===== config.mk =====
export PLATFORM = sky130hd
export DESIGN_NAME = if_id_queue
export DESIGN_NICKNAME = d
export VERILOG_FILES = /design/src/rtl/pipeline_pkg.sv /design/src/rtl/if_id_queue_mem.sv /design/src/rtl/if_id_queue.sv
export SDC_FILE = /design/constraint.sdc
export NUM_CORES = 1
export LEC_CHECK = 0
export CAP_MARGIN = 10
export CORE_AREA = 2 2 113 115
export CTS_BUF_LIST = sky130_fd_sc_hd__clkbuf_4
export CTS_CLUSTER_SIZE = 12
export DETAILED_ROUTE_END_ITERATION = 16
export DIE_AREA = 0 0 115 117
export PLACE_DENSITY = 0.93
export SLEW_MARGIN = 10
export SYNTH_ARGS = -nofsm -noshare
export SYNTH_HDL_FRONTEND = slang
export SYNTH_SLANG_ARGS = --single-unit

===== constraint.sdc =====
create_clock -name clk -period 7.8 [get_ports clk]
set_input_delay 0.78 -clock clk [delete_from_list [all_inputs] [get_ports clk]]
set_output_delay 0.78 -clock clk [all_outputs]
set_load 0.05 [all_outputs]

===== src/rtl/pipeline_pkg.sv =====
// Shared definitions for the fetch/decode boundary of the pipelined core.
// Holds the datapath width, the bubble instruction and the fetch pair type.
package pipeline_pkg;

  localparam int XLEN = 32;
  localparam logic [XLEN-1:0] NOP_INSTR = 32'h0000_0000;

  typedef struct packed {
    logic [XLEN-1:0] instruction;
    logic [XLEN-1:0] pc_plus_4;
  } if_id_entry_t;

  // Eight-bit add that sticks at 255 instead of wrapping.
  function automatic logic [7:0] sat_add8(input logic [7:0] acc, input logic [7:0] inc);
    logic [8:0] sum;
    sum = {1'b0, acc} + {1'b0, inc};
    return sum[8] ? 8'hFF : sum[7:0];
  endfunction

endpackage


===== src/rtl/if_id_queue_mem.sv =====
// Register array behind the fetch/decode queue: one write port and one
// asynchronous read port. No reset, since contents are qualified by the occupancy count.
module if_id_queue_mem #(
  parameter int DEPTH = 2,
  parameter int WIDTH = 64,
  parameter int AW    = $clog2(DEPTH)
) (
  input  logic             clk,
  input  logic             we,
  input  logic [AW-1:0]    waddr,
  input  logic [WIDTH-1:0] wdata,
  input  logic [AW-1:0]    raddr,
  output logic [WIDTH-1:0] rdata
);

  logic [WIDTH-1:0] mem [DEPTH];

  always_ff @(posedge clk) begin
    if (we) begin
      mem[waddr] <= wdata;
    end
  end

  assign rdata = mem[raddr];

endmodule


===== src/rtl/if_id_queue.sv =====
// In-order fetch-to-decode buffer with valid/ready on both sides, flush on
// taken branches and a saturating count of entries lost to flushes.
module if_id_queue #(
  parameter int              XLEN      = pipeline_pkg::XLEN,
  parameter int              DEPTH     = 2,
  parameter logic [XLEN-1:0] NOP_INSTR = XLEN'(pipeline_pkg::NOP_INSTR),
  parameter int              AW        = $clog2(DEPTH),
  parameter int              CNT_W     = $clog2(DEPTH) + 1
) (
  input  logic             clk,
  input  logic             reset,
  input  logic             if_valid,
  input  logic [XLEN-1:0]  if_instruction,
  input  logic [XLEN-1:0]  if_pc_plus_4,
  output logic             if_ready,
  input  logic             flush,
  output logic             id_valid,
  output logic [XLEN-1:0]  id_instruction,
  output logic [XLEN-1:0]  id_pc_plus_4,
  output logic [XLEN-1:0]  id_pc,
  input  logic             id_ready,
  output logic [CNT_W-1:0] count,
  output logic [7:0]       drop_count
);

  import pipeline_pkg::*;

  localparam logic [CNT_W-1:0] FULL = CNT_W'(DEPTH);

  logic [AW-1:0]     rd_ptr;
  logic [AW-1:0]     wr_ptr;
  logic              push;
  logic              pop;
  logic [2*XLEN-1:0] head;
  logic [XLEN-1:0]   head_pc4;

  // Ready depends only on registered occupancy and flush, never on id_ready.
  assign if_ready = (count != FULL) && !flush;
  assign id_valid = (count != '0);
  assign push     = if_valid && if_ready;
  assign pop      = id_valid && id_ready && !flush;

  if_id_queue_mem #(
    .DEPTH (DEPTH),
    .WIDTH (2 * XLEN),
    .AW    (AW)
  ) u_mem (
    .clk   (clk),
    .we    (push),
    .waddr (wr_ptr),
    .wdata ({if_instruction, if_pc_plus_4}),
    .raddr (rd_ptr),
    .rdata (head)
  );

  assign head_pc4       = head[XLEN-1:0];
  assign id_instruction = id_valid ? head[2*XLEN-1:XLEN] : NOP_INSTR;
  assign id_pc_plus_4   = id_valid ? head_pc4 : '0;
  assign id_pc          = id_valid ? (head_pc4 - XLEN'(4)) : '0;

  // Flush wins over push and pop and folds the discarded entries into drop_count.
  always_ff @(posedge clk or negedge reset) begin
    if (!reset) begin
      rd_ptr     <= '0;
      wr_ptr     <= '0;
      count      <= '0;
      drop_count <= '0;
    end else if (flush) begin
      rd_ptr     <= '0;
      wr_ptr     <= '0;
      count      <= '0;
      drop_count <= sat_add8(drop_count, 8'(count));
    end else begin
      if (push) begin
        wr_ptr <= wr_ptr + AW'(1);
      end
      if (pop) begin
        rd_ptr <= rd_ptr + AW'(1);
      end
      case ({push, pop})
        2'b10:   count <= count + CNT_W'(1);
        2'b01:   count <= count - CNT_W'(1);
        default: count <= count;
      endcase
    end
  end

endmodule


==> flow_summary.json <==
{
  "outcome": "finished clean",
  "clock_path_buffers": 2,
  "detail_route.first_pass.iterations": 5,
  "post_cts_setup_buffer_count": 0,
  "layout.cells.most_common": "clkdlybuf4s50_1",
  "regToRegStartpoint": "count[1]",
  "port_buffers": 176,
  "maximum_number_of_pins_on_one_net_before_global_route_repair": 84,
  "ys_seq_elements": 140,
  "number_of_routed_nets_with_antenna_violations": 0,
  "synth_ff_type": "edfxtp_1",
  "worstHoldEndpoint": "drop_count[0]",
  "unrepaired_setup_endpoints_after_global_routing": "false",
  "detailroute.via_count": 4776,
  "commonest_cells_after_routing_fill_and_taps_aside": "clkdlybuf4s50_1 (176), edfxtp_1 (128), nor2_1 (93), mux2i_1 (63), nand2_1 (25)",
  "drcViolationCount": 0,
  "clkSinkCount": 140,
  "synthDistinctLibCells": 57,
  "timing_worst_slew_pin_value_ns": 0.873,
  "min_path_type": "register to register",
  "critical_path.endpoint_type": "primary output",
  "detail_route.wirelength_um": 15800,
  "final.fill_count": 838,
  "syn_inst": 503,
  "worst_hold_startpoint": "drop_count[0]",
  "number_of_global_route_vias_before_repair": 4866,
  "mappedNetlistArea_um2": 6510,
  "worst_path_max_delay_cell": "dfrtp_4",
  "die-area_um2": 13500,
  "worstRegToRegCells": 6,
  "quantity_of_hold_fixing_buffers_added_after_cts": 0,
  "timing.max_cap.violations": 0,
  "share_of_the_clock_period_used_by_the_worst_path_pct": 76.3,
  "grt_overflow": 0,
  "insertedDiodeCount": 0,
  "critical_path_required_ns": 7.02,
  "setup_viol_count_final": 0,
  "cts-buffers-inserted": 17,
  "cts.reportedPaths.clkPinSlew_ns": 0.14,
  "max_freq_mhz": 168,
  "gp_congestion": 0.840,
  "finalHoldWorstSlack_ns": 0.574,
  "cellLeakagePower_uw": 0.00286,
  "synth-edff-count": 128,
  "number_of_violations_reported_at_the_end_of_detailed_routing_iteration_0": 352,
  "period_needed_ns": 5.95,
  "avgViaCountPerCell": 5.69,
  "path_buf_inv": 2,
  "worst_path_dominant_cell_family": "buffers and inverters",
  "grt_pass1_wl_um": 24100,
  "hold_viol": 0,
  "area_delta_synth_final_pct": 32.8,
  "wire_per_inst_um": 18.8,
  "finalPower_uw": 1840,
  "startpoint_type": "register",
  "avgSynthCellArea_um2": 13.0,
  "grt_use_total_pct": 23.7,
  "ffs_w_async_s_r_synth_pct": 8.57,
  "critical_path_peak_fanout": 61,
  "root_buffer": "clkbuf_4",
  "final_net_count": 750,
  "ff2ff_setup_slack_ns": 5.42,
  "cts_tree": "yes",
  "vdd_ir_drop_max_uv": 172,
  "number_of_antenna_violations_at_the_first_check_in_global_routing": 0,
  "pwr_density_cell_nw_per_um2": 212,
  "drive_above_1_share_pct": 7.97,
  "final-max-slew-violation-count": 0,
  "worstPathCellList": "buf_4 > nor3b_1 > o221ai_1 > or4_1 > a211oi_1 > mux2_2 > clkdlybuf4s50_1",
  "worst_skew_pair.late_latency_ns": 0.54,
  "yosysWarnings": 0,
  "slowest_delay_ns": 0.87,
  "row_count": 41,
  "worst_clock_skew_ns": 0.0251,
  "synth_seq_area_share_pct": 63.6,
  "place.detailed.hpwl_um": 11300,
  "fp.coreArea_um2": 12300,
  "worst_slew_slack_as_a_fraction_of_its_limit_pct": 41.8,
  "cts_resized": 0,
  "timing.hold.worst_path_depth": 2,
  "floorplan.io_pins": 177,
  "capture_instance_of_the_worst_register_to_register_path": "rd_ptr",
  "setup_total_negative_slack_ns": 0,
  "synthesis.nets": 576,
  "htree_num_levels": 4,
  "chipHeight_um": 117,
  "worst-setup-path-type": "register to primary output",
  "dieWidth_um": 115,
  "cp.arrival_ns": 5.17,
  "effective_utilization_at_floorplan_pct": 52.9
}
Yosys cell counts, types with 7 or more instances:
| library cell | n | share of area [%] |
|---|---|---|
| a21oi_1 | 7 | 0.54 |
| and2_1 | 8 | 0.77 |
| buf_2 | 7 | 0.54 |
| clkbuf_1 | 9 | 0.52 |
| dfrtp_1 | 12 | 4.6 |
| edfxtp_1 | 128 | 59 |
| mux2_2 | 7 | 1.2 |
| mux2i_1 | 63 | 9.7 |
| nand2_1 | 25 | 1.4 |
| nor2_1 | 95 | 5.5 |
| nor3_1 | 20 | 1.5 |
| nor3b_1 | 8 | 0.92 |
| o21ai_0 | 9 | 0.69 |
| xnor2_1 | 9 | 1.2 |
| xor2_1 | 9 | 1.2 |
through the flow:
stage          std cells  setup slack [ns]  instance area (um2)  util, %
2_1_floorplan        503              2.41                 6520        -
6_report             840              1.85                 8650     70.3
3_3_place_gp         808              2.61                 8380     68.1
3_5_place_dp         808              2.43                 8380     68.1
5_1_grt              840              1.59                 8650     70.3
4_1_cts              840              1.83                 8650     70.3
worst reg2reg max path, delay by kind of cell, from the launching register on:
| family | cells | cell delay (ns) |
|---|---|---|
| AND/OR/NAND/NOR | 3 | 0.40 |
| buffers and inverters | 2 | 1.22 |
| XOR/XNOR | 1 | 0.13 |
| flip-flops | 1 | 0.50 |
power breakdown:
group | internal (uW) | total [uW] | switching (uW)
Sequential | 867 | 905 | 38.3
Clock | 167 | 440 | 273
Combinational | 175 | 490 | 315
Total | 1210 | 1840 | 626
flip-flops by register name, summed over array words and instances, names as in the netlist:
signal and cells:
count 2, wr_ptr 1, rd_ptr 1, drop_count 8, u_mem.mem 128
per-layer routing:
metal | GRT usage (%) | up-vias | wire length [um]
met2 | 40.3 | 228 | 8080
li1 | - | 2228 | -
met5 | 0 | - | 0
met1 | 28.5 | 2290 | 6180
met3 | 7.00 | 30 | 1240
met4 | 10.0 | 0 | 318
cell families (layout without fill, tap and decap cells):
| group | count (synthesis) | in the layout | synth area share (%) |
|---|---|---|---|
| adders and majority gates | 4 | 4 | 0.883 |
| DFF | 140 | 140 | 63.6 |
| muxes | 73 | 73 | 11.4 |
| xor gates and xnor gates | 18 | 18 | 2.42 |
| and+or+nand+nor | 195 | 195 | 14.8 |
| AOI/OAI and AO/OA | 43 | 43 | 4.57 |
| buffers and inverters | 30 | 217 | 2.32 |
layout make-up:
| class | instances | area, um2 | share of cell area, % |
|---|---|---|---|
| Clock buffer | 18 | 135 | 1.56 |
| Clock inverter | 14 | 135 | 1.56 |
| Inverter | 5 | 18.8 | 0.217 |
| Multi-Input combinational cell | 333 | 2240 | 25.8 |
| Sequential cell | 140 | 4150 | 47.9 |
| Tap cell | 150 | 188 | 2.17 |
| Timing Repair Buffer | 180 | 1790 | 20.7 |
worst max-delay path by stage:
stage | startpoint | end | slack, ns | cells after the start
3_5_place_dp | rd_ptr | id_pc[28] | 2.43 | 7
6_report | rd_ptr | id_pc[28] | 1.85 | 7
4_1_cts | rd_ptr | id_pc[28] | 1.83 | 7
2_1_floorplan | rd_ptr | id_pc[26] | 2.41 | 11
3_3_place_gp | rd_ptr | id_pc[30] | 2.61 | 7
5_1_grt | rd_ptr | id_pc[28] | 1.59 | 7
(Power assumes the default switching activity.)
